<file path="config.mk">
export PLATFORM = sky130hd
export DESIGN_NAME = node_router
export DESIGN_NICKNAME = d
export VERILOG_FILES = /design/src/rtl/node_router_pkg.sv /design/src/rtl/router_fifo.sv /design/src/rtl/node_router.sv
export SDC_FILE = /design/constraint.sdc
export NUM_CORES = 1
export LEC_CHECK = 0
export CAP_MARGIN = 5
export CORE_MARGIN = 2
export CORE_UTILIZATION = 30
export DETAILED_ROUTE_END_ITERATION = 8
export GPL_ROUTABILITY_DRIVEN = 0
export PLACE_DENSITY_LB_ADDON = 0.1
export SLEW_MARGIN = 20
export SYNTH_ARGS = -nofsm -noshare
export SYNTH_HDL_FRONTEND = slang
export SYNTH_HIERARCHICAL = 1
export SYNTH_SLANG_ARGS = --single-unit
</file>
<file path="constraint.sdc">
create_clock -name clk -period 7.7 [get_ports clk]
set_clock_uncertainty 0.2 [all_clocks]
set_input_delay 2.31 -clock clk [delete_from_list [all_inputs] [get_ports clk]]
set_output_delay 2.31 -clock clk [all_outputs]
set_load 0.005 [all_outputs]
</file>
<file path="src/rtl/node_router_pkg.sv">
// Shared types and helpers for the mesh router node: port indices, the
// destination-field extractor and the cyclic round-robin search.
package node_router_pkg;

    localparam int MAX_PORTS  = 8;
    localparam int PORT_W     = 3;
    localparam int FLIT_W     = 16;
    localparam int MAX_FLIT_W = 64;

    typedef logic [FLIT_W-1:0] flit_t;
    typedef logic [PORT_W-1:0] port_idx_t;

    typedef struct packed {
        logic      found;
        port_idx_t winner;
    } rr_pick_t;

    // Destination is the top dest_w bits of a flit zero-extended to MAX_FLIT_W.
    function automatic port_idx_t dest_of(input logic [MAX_FLIT_W-1:0] flit,
                                          input int data_width,
                                          input int dest_w);
        port_idx_t  d;
        logic [5:0] pos;
        d = '0;
        for (int b = 0; b < PORT_W; b++) begin
            if (b < dest_w) begin
                pos  = 6'(data_width - dest_w + b);
                d[b] = flit[pos];
            end
        end
        return d;
    endfunction

    // First requester at or after ptr, searching cyclically over num_ports.
    function automatic rr_pick_t rr_pick(input logic [MAX_PORTS-1:0] req,
                                         input port_idx_t ptr,
                                         input int num_ports);
        rr_pick_t res;
        int       idx;
        res = '0;
        for (int k = 0; k < MAX_PORTS; k++) begin
            idx = (int'(ptr) + k) % num_ports;
            if (k < num_ports && !res.found && req[idx[PORT_W-1:0]]) begin
                res.found  = 1'b1;
                res.winner = port_idx_t'(idx);
            end
        end
        return res;
    endfunction

endpackage

</file>
<file path="src/rtl/router_fifo.sv">
// Input buffer for one router port. Full is registered, so a pop in the same
// cycle never makes room for a push that arrives while full.
module router_fifo #(
    parameter int DEPTH = 4,
    parameter int WIDTH = 16
) (
    input  logic             clk,
    input  logic             rst,
    input  logic             push,
    input  logic             pop,
    input  logic [WIDTH-1:0] data_in,
    output logic             full,
    output logic             empty,
    output logic [WIDTH-1:0] peek_out
);

    localparam int AW = $clog2(DEPTH);
    localparam logic [AW:0]   CNT_ONE    = (AW+1)'(1);
    localparam logic [AW:0]   FULL_COUNT = (AW+1)'(DEPTH);
    localparam logic [AW-1:0] PTR_ONE    = AW'(1);

    logic [WIDTH-1:0] mem [DEPTH];
    logic [AW-1:0]    wr_ptr;
    logic [AW-1:0]    rd_ptr;
    logic [AW:0]      count;
    logic [AW:0]      count_next;
    logic             do_push;
    logic             do_pop;

    assign do_push = push && !full;
    assign do_pop  = pop && !empty;

    // NOTE: every signal assigned in always_comb gets a default first, so no latch is inferred.
    always_comb begin
        count_next = count;
        if (do_push) count_next = count_next + CNT_ONE;
        if (do_pop)  count_next = count_next - CNT_ONE;
    end

    // NOTE: sequential state uses non-blocking assignments so all registers update together.
    always_ff @(posedge clk) begin
        if (rst) begin
            wr_ptr <= '0;
            rd_ptr <= '0;
            count  <= '0;
            full   <= 1'b0;
            empty  <= 1'b1;
        end else begin
            if (do_push) wr_ptr <= wr_ptr + PTR_ONE;
            if (do_pop)  rd_ptr <= rd_ptr + PTR_ONE;
            count <= count_next;
            full  <= (count_next == FULL_COUNT);
            empty <= (count_next == '0);
        end
    end

    // NOTE: storage is not reset; empty/count guard it, and skipping the reset keeps it a plain RAM.
    always_ff @(posedge clk) begin
        if (do_push) mem[wr_ptr] <= data_in;
    end

    assign peek_out = mem[rd_ptr];

endmodule

</file>
<file path="src/rtl/node_router.sv">
// N-port mesh router node: per-input FIFO, destination routing from the flit's
// top bits, per-output round-robin arbiter and a registered output stage.
module node_router
    import node_router_pkg::*;
#(
    parameter int NUM_PORTS  = 4,
    parameter int DATA_WIDTH = 16,
    parameter int FIFO_DEPTH = 4,
    parameter int DEST_W     = $clog2(NUM_PORTS)
) (
    input  logic                            clk,
    input  logic                            rst,
    input  logic [NUM_PORTS-1:0]            in_valid,
    input  logic [NUM_PORTS*DATA_WIDTH-1:0] in_data,
    output logic [NUM_PORTS-1:0]            in_full,
    output logic [NUM_PORTS-1:0]            out_valid,
    output logic [NUM_PORTS*DATA_WIDTH-1:0] out_data,
    input  logic [NUM_PORTS-1:0]            out_full,
    output logic [15:0]                     drop_count
);

    logic [DATA_WIDTH-1:0] head [NUM_PORTS];
    port_idx_t             dest [NUM_PORTS];
    port_idx_t             winner [NUM_PORTS];
    logic [NUM_PORTS-1:0]  fifo_empty;
    logic [NUM_PORTS-1:0]  fifo_pop;
    logic [NUM_PORTS-1:0]  bad_dest;
    logic [NUM_PORTS-1:0]  grant;
    logic [4:0]            drops_now;
    logic [16:0]           drop_sum;

    for (genvar i = 0; i < NUM_PORTS; i++) begin : g_in
        router_fifo #(
            .DEPTH (FIFO_DEPTH),
            .WIDTH (DATA_WIDTH)
        ) u_fifo (
            .clk      (clk),
            .rst      (rst),
            .push     (in_valid[i]),
            .pop      (fifo_pop[i]),
            .data_in  (in_data[i*DATA_WIDTH +: DATA_WIDTH]),
            .full     (in_full[i]),
            .empty    (fifo_empty[i]),
            .peek_out (head[i])
        );

        assign dest[i]     = dest_of(MAX_FLIT_W'(head[i]), DATA_WIDTH, DEST_W);
        // Destinations past the last port are popped and counted without a grant.
        assign bad_dest[i] = !fifo_empty[i] && (int'(dest[i]) >= NUM_PORTS);
    end

    for (genvar o = 0; o < NUM_PORTS; o++) begin : g_out
        logic [MAX_PORTS-1:0]  req;
        rr_pick_t              pick;
        logic                  load_ok;
        logic [DATA_WIDTH-1:0] sel;
        logic                  valid_q;
        logic [DATA_WIDTH-1:0] data_q;
        port_idx_t             rr_ptr;

        always_comb begin
            req = '0;
            for (int i = 0; i < NUM_PORTS; i++) begin
                req[i] = !fifo_empty[i] && (dest[i] == port_idx_t'(o));
            end
        end

        // Loading is allowed into an empty stage or one draining this cycle.
        assign load_ok   = !valid_q || !out_full[o];
        assign pick      = rr_pick(req, rr_ptr, NUM_PORTS);
        assign grant[o]  = pick.found && load_ok;
        assign winner[o] = pick.winner;

        always_comb begin
            sel = '0;
            for (int i = 0; i < NUM_PORTS; i++) begin
                if (pick.winner == port_idx_t'(i)) sel = head[i];
            end
        end

        always_ff @(posedge clk) begin
            if (rst) begin
                valid_q <= 1'b0;
                data_q  <= '0;
                rr_ptr  <= '0;
            end else if (grant[o]) begin
                valid_q <= 1'b1;
                data_q  <= sel;
                rr_ptr  <= (pick.winner == port_idx_t'(NUM_PORTS-1)) ?
                           '0 : pick.winner + port_idx_t'(1);
            end else if (!out_full[o]) begin
                valid_q <= 1'b0;
            end
        end

        assign out_valid[o]                          = valid_q;
        assign out_data[o*DATA_WIDTH +: DATA_WIDTH] = data_q;
    end

    // Each input targets one output, so at most one grant can name it.
    always_comb begin
        fifo_pop = bad_dest;
        for (int o = 0; o < NUM_PORTS; o++) begin
            for (int i = 0; i < NUM_PORTS; i++) begin
                if (grant[o] && winner[o] == port_idx_t'(i)) fifo_pop[i] = 1'b1;
            end
        end
    end

    always_comb begin
        drops_now = '0;
        for (int i = 0; i < NUM_PORTS; i++) begin
            drops_now = drops_now + 5'(in_valid[i] && in_full[i]) + 5'(bad_dest[i]);
        end
        drop_sum = {1'b0, drop_count} + {12'b0, drops_now};
    end

    always_ff @(posedge clk) begin
        if (rst)              drop_count <= '0;
        else if (drop_sum[16]) drop_count <= 16'hFFFF;
        else                   drop_count <= drop_sum[15:0];
    end

endmodule
</file>
==> run_results.csv, run 1 <==
group,metric,value,unit
outcome,status,"finished with violations",
outcome,violations,"design-rule violations",
worst_setup_path,cp_slowest_cell,"fa_1",
global_route,grt_overflow_total,0,
cts,root_buffer,"clkbuf_16",
routing,drc_errors,8,
worst_setup_path,path_cells,"clkdlybuf4s50_1 -> nand2_1 -> fa_1 -> inv_1 -> ha_1 -> ha_1 -> inv_1 -> fa_1 -> nand2b_1 -> a211oi_1 -> nand3_1 -> a31oi_1",
yosys,synth-seq-area-share,57.95,%
routing,finalWirelength,52220,µm
placement,portBuffers,161,
yosys,syn_nets,1488,
placement,dp_hpwl,36130,µm
sta,hold_violations,0,
worst_setup_path,arrival,6010,ps
routing,via_per_inst,5.153,
worst_hold_path,hold_class,"reg2reg",
worst_hold_path,min_from,"g_out[1].valid_q$_SDFFE_PP0P_",
worst_setup_path,setup.worst_path.end_class,"register",
worst_setup_path,cpPeakStageDelay,570,ps
global_route,grt_pass1_vias,11700,
routing,vias,11790,
layout,drive_gt1_share,14.98,%
floorplanning,dieWidth,248.7,µm
sta,worst_pin_slew,980.8,ps
worst_hold_path,hold_depth,2,
worst_setup_path,critPathKind,"in2reg",
worst_setup_path,cp_max_fo,13,
layout,areaGrowthSynthToFinish,21.17,%
sta,slew_headroom,34.53,%
cts,path_clk_slew,60,ps
floorplanning,dieArea,0.06185,mm²
pwr,pwr-share-comb,35.8,%
floorplanning,core,0.05913,mm²
cts,postCtsSetupBuffers,0,
placement,dp_slack,1383,ps
routing,drt_iter0_drc,782,
layout,fin_nets,1598,
yosys,avgSynthCellArea,13.14,µm²
sta,slew_viol_final,0,
global_route,antenna_found_initial,0,
worst_setup_path,startpoint,"in_valid[0]",
cts,cts_hold_buf,0,
sta,post-route-period-util,74.22,%
sta,rsz0062_at_grt,"false",
pwr,pwr-share-seq,35.5,%
worst_setup_path,cp-start-kind,"primary input",
global_route,grt_usage,16.64,%
floorplanning,start_util,30.38,%
worst_setup_path,rr_worst_depth,12,
layout,diodes,0,
yosys,synth-async-reset-ratio,0,%
pwr,power_frac_clock,28.7,%
cts,clkSinkCount,392,
global_route,grt_max_degree,62,
yosys,ys_warn_count,6,
sta,fin_tns_setup,0,ps
pwr,internal_power,5382,µW
yosys,synth_edf_count,256,
sta,finalSetupViolCount,0,
pwr,finalPower,8241,µW
floorplanning,die_h,248.7,µm
sta,post-route-min-period,5715,ps
yosys,ys.flop_type,"edfxtp_1",
cts,cts_buffer_depth,3,
floorplanning,fp-row-count,89,
cts,cts_tree,"built",
cts,cts.repair.resized,0,
cts,cts-buffers-inserted,46,
layout,layout.cells.non_filler,2288,
routing,drtAntennaViolNets,0,
floorplanning,num_io_pins,162,
routing,drt-wirelength-per-cell,22.82,µm
placement,numPlacedInstances,2201,
yosys,syn-instance-count,1367,
yosys,netlist_area,0.01796,mm²
cts,h-tree-depth,2,
pwr,switchingPower,2859,µW
worst_setup_path,required,8000,ps
yosys,synthDistinctLibCells,76,
sta,postLayoutSetupSlackWorst,1985,ps
pwr,p_leak,0.007268,µW
cts,clk_latency,590,ps
yosys,synth-seq-cells,392,
job,max_cap_violations,0,
pwr,switching_share,34.70,%
routing,first_pass_iters,9,
sta,whs,277.1,ps
sta,fmax,175.0,MHz
global_route,grt_pass1_wl,77700,µm
pwr,ir_worst_vdd,0.0001773,V
pwr,p_per_area,378.6,mW/mm²
[final timing paths]
kind                                                  endpoint  slack [ps]
worst min-delay path             g_out[1].valid_q$_SDFFE_PP0P_         280
worst min register to register   g_out[1].valid_q$_SDFFE_PP0P_         280
worst max register to register  g_in[1].u_fifo/full$_SDFF_PP0_        2390
worst max-delay path                 drop_count[13]$_SDFF_PP0_        1990
[registers in the layout (all words and copies together) (netlist names), named ones only]
register            count
g_in.u_fifo/count      12
g_in.u_fifo/mem       256
g_in.u_fifo/full        4
g_out.rr_ptr            8
g_out.data_q           64
g_out.valid_q           4
drop_count             16
g_in.u_fifo/wr_ptr      8
g_in.u_fifo/empty       4
g_in.u_fifo/rd_ptr      8
[power by group through the flow]
stage	combinational [µW]	clock [µW]	sequential, µW
global placement	2920	0	2980
global route	3230	2520	2970
finish	2950	2370	2920
detailed placement	2940	0	2980
floorplan	1970	0	2800
CTS	2960	2440	2940
[cell usage after synthesis, drive strengths merged (17+ instances only)]
| cell | n | area share, % |
|---|---|---|
| mux4 | 64 | 8.0 |
| ha | 45 | 3.1 |
| nor2 | 108 | 2.3 |
| o21ai | 28 | 0.78 |
| nor2b | 17 | 0.76 |
| clkbuf | 61 | 1.3 |
| edfxtp | 256 | 43 |
| and2 | 28 | 1.1 |
| dfxtp | 136 | 15 |
| a21oi | 108 | 3.1 |
| buf | 58 | 2.4 |
| a22oi | 66 | 2.8 |
| a221o | 42 | 2.3 |
| nand2 | 54 | 1.1 |
| a211oi | 65 | 3.1 |
| inv | 41 | 0.86 |
[critical path, delay by kind of cell]
kind / cells / cell delay (ps)
adders and majority gates: 4 / 1480
and+or+nand+nor: 3 / 900
buffers and inverters: 3 / 650
AOI/OAI and AO/OA: 2 / 650
[stage by stage]
| step | util [%] | cell area, µm² |
|---|---|---|
| detailed placement | 33.92 | 20060 |
| CTS | 36.77 | 21740 |
| global placement | 33.92 | 20060 |
| global route | 36.81 | 21770 |
| floorplan | - | 17960 |
| finish | 36.81 | 21770 |
[cells in the final DEF (no fill, tap or decap), types with 9 or more instances in the layout]
| cell type | netlist | final |
|---|---|---|
| a221o_1 | 42 | 42 |
| nor3_1 | 13 | 13 |
| clkbuf_16 | 0 | 48 |
| xnor2_1 | 10 | 10 |
| and2_1 | 12 | 12 |
| ha_1 | 45 | 45 |
| clkinv_2 | 0 | 9 |
| xor2_1 | 13 | 13 |
| nor2b_1 | 13 | 13 |
| a21oi_1 | 104 | 104 |
| clkdlybuf4s50_1 | 0 | 160 |
| a22oi_1 | 66 | 66 |
| inv_1 | 41 | 41 |
| buf_4 | 16 | 19 |
| edfxtp_1 | 256 | 256 |
| dfxtp_1 | 136 | 136 |
| o21ai_0 | 24 | 24 |
| a211oi_2 | 15 | 15 |
| nand2_1 | 54 | 54 |
| a211oi_1 | 50 | 50 |
| and2_2 | 16 | 16 |
| nor2_1 | 108 | 108 |
| mux4_2 | 64 | 64 |
| a31oi_1 | 10 | 10 |
[kinds of logic after synthesis]
kind of cell             count (synthesis)  synth area share, %
flip-flops                             392                57.95
AO/OA/AOI/OAI                          366                15.04
AND/OR/NAND/NOR                        299                8.839
buffers and inverters                  160                4.527
multiplexers                            76                8.804
adder cells (fa/ha/maj)                 47                3.357
XOR/XNOR                                27                1.484
[metal layers]
layer	part of all wire, %	global-route usage [%]
met5	0	0
met4	2.1	4.606
met3	3.8	2.142
met1	44	21.96
met2	50	28.71
[cell type report]
type	instances	area, µm²
fillers	5666	37360
well taps	773	967.2
flip-flops and latches	392	10410
clock inverters	31	412.9
multi-input cells	815	6764
clock buffers	55	1267
repair buffers	181	1792
inverters	41	153.9
(Power assumes the default switching activity.)
==> inputs of run 2 (changes only) <==
==> constraint.sdc (replaced) <==
create_clock -name clk -period 5.6 [get_ports clk]
set_clock_uncertainty 0.2 [all_clocks]
set_input_delay 1.68 -clock clk [delete_from_list [all_inputs] [get_ports clk]]
set_output_delay 1.68 -clock clk [all_outputs]
set_load 0.005 [all_outputs]
==> run_results.csv, run 2 (synthesis results as in run 1) <==
group,metric,value,unit
global_route,grtUsageMet1,21.71,%
worst_setup_path,cp-start-kind,"primary input",
routing,drtAntennaViolNets,0,
placement,portBuffers,161,
sta,rsz0062_at_grt,"false",
cts,cts-buffers-inserted,43,
sta,slew_viol_final,0,
sta,hold_violations,0,
global_route,antenna_found_initial,0,
layout,reg_top3,"g_in.u_fifo/mem: 256 flops, g_out.data_q: 64 flops, drop_count: 16 flops",
cts,clkSinkCount,392,
layout,fin_nets,1609,
worst_setup_path,setup.worst_path.end_class,"register",
cts,clk_latency,590,ps
sta,slew_headroom,43.18,%
layout,drive_gt1_share,14.32,%
worst_hold_path,hold_depth,2,
placement,numPlacedInstances,2216,
sta,fin_tns_setup,0,ps
routing,via_per_inst,5.082,
worst_setup_path,rr_worst_depth,12,
layout,nFillCells,5713,
layout,final_cell_mix,"256 x edfxtp_1, 160 x clkdlybuf4s50_1, 136 x dfxtp_1",
cts,root_buffer,"clkbuf_16",
layout,largest_register_ffs,256,
floorplanning,fp-row-count,89,
pwr,ir_worst_vdd,0.0002384,V
cts,postCtsSetupBuffers,0,
routing,drc_errors,8,
layout,mostFrequentLayoutCell,"edfxtp_1",
sta,finalSetupViolCount,0,
layout,regMostFlops,"g_in.u_fifo/mem",
routing,finalWirelength,51910,µm
global_route,grt_usage,16.55,%
global_route,grt_max_degree,66,
global_route,busiest_layer,"met2",
cts,path_clk_slew,60,ps
cts,cts_buffer_depth,3,
job,max_cap_violations,0,
floorplanning,dieWidth,248.7,µm
cts,h-tree-depth,2,
worst_setup_path,cp_max_fo,7,
worst_hold_path,hold_class,"reg2reg",
worst_setup_path,required,5890,ps
floorplanning,num_io_pins,162,
routing,drt-wirelength-per-cell,22.62,µm
worst_setup_path,critPathKind,"in2reg",
global_route,grt_overflow_total,0,
global_route,grtUsageMet2,28.54,%
floorplanning,die_h,248.7,µm
sta,post-route-min-period,4891,ps
sta,postLayoutSetupSlackWorst,709.5,ps
global_route,grtUsageMet3,2.268,%
worst_setup_path,arrival,5180,ps
outcome,violations,"design-rule violations",
layout,diodes,0,
sta,fmax,204.5,MHz
layout,areaGrowthSynthToFinish,19.61,%
global_route,grt_pass1_vias,11590,
routing,first_pass_iters,9,
routing,vias,11660,
cts,cts.repair.resized,0,
pwr,p_leak,0.007156,µW
floorplanning,dieArea,0.06185,mm²
placement,dp_slack,90.20,ps
outcome,status,"finished with violations",
floorplanning,core,0.05913,mm²
cts,cts_hold_buf,0,
layout,utilization,36.34,%
pwr,p_per_area,501.3,mW/mm²
placement,dp_hpwl,36650,µm
layout,layout.cells.non_filler,2295,
sta,worst_pin_slew,852.3,ps
routing,drt_iter0_drc,851,
floorplanning,start_util,30.38,%
global_route,grt_pass1_wl,77250,µm
sta,post-route-period-util,87.33,%
cts,cts_tree,"built",
pwr,finalPower,10770,µW
-- run 2: cell types whose count changed in the layout (fill, tap and decap cells not counted), sizes merged --
cell and delta:
buf +14, clkbuf +6, clkinv -2, clkinvlp -4, bufinv -7
-- run 2: worst paths after layout --
check	slack, ps	start	endpoint
min reg2reg	260	g_out[1].valid_q$_SDFFE_PP0P_	g_out[1].valid_q$_SDFFE_PP0P_
min	260	g_out[1].valid_q$_SDFFE_PP0P_	g_out[1].valid_q$_SDFFE_PP0P_
max	710	in_valid[0]	drop_count[13]$_SDFF_PP0_
max reg2reg	1120	register	g_in[1].u_fifo/full$_SDFF_PP0_
-- run 2: per-layer routing --
| layer | routed length (µm) | share of wire [%] |
|---|---|---|
| met4 | 1162 | 2.2 |
| met3 | 1778 | 3.4 |
| met5 | 0 | 0 |
| met1 | 23080 | 44 |
| met2 | 25890 | 50 |
-- run 2: report_power, final --
group,switching (µW),total [µW],internal [µW]
sequential,448,4010,3570
combinational,2230,4080,1840
clock,1160,2680,1520
total,3850,10800,6920
-- run 2: cell type report --
| type | instances | area, µm² | share of cell area (%) |
|---|---|---|---|
| tap | 773 | 967.2 | 4.502 |
| inverter | 41 | 153.9 | 0.7163 |
| sequential | 392 | 10410 | 48.45 |
| multi-input combinational | 815 | 6765 | 31.49 |
| timing repair buffer | 195 | 1877 | 8.735 |
| clock inverter | 18 | 138.9 | 0.6464 |
| clock buffer | 61 | 1174 | 5.462 |
-- run 2: per-stage QoR --
step | hold WS (ps) | area, µm²
floorplan | 245.1 | 17960
global placement | 256.4 | 20170
detailed placement | 260.3 | 20170
CTS | 269.7 | 21480
global route | 286.4 | 21490
finish | 264.4 | 21490
-- run 2: critical path, cell delays in order --
cell and delay (ps):
clkdlybuf4s50_1 570, nand2_1 230, fa_1 580, inv_1 40
ha_1 180, ha_1 300, inv_1 60, fa_1 440
nand2b_1 260, a211oi_1 350, nand3_1 150, buf_4 190
a31oi_1 150
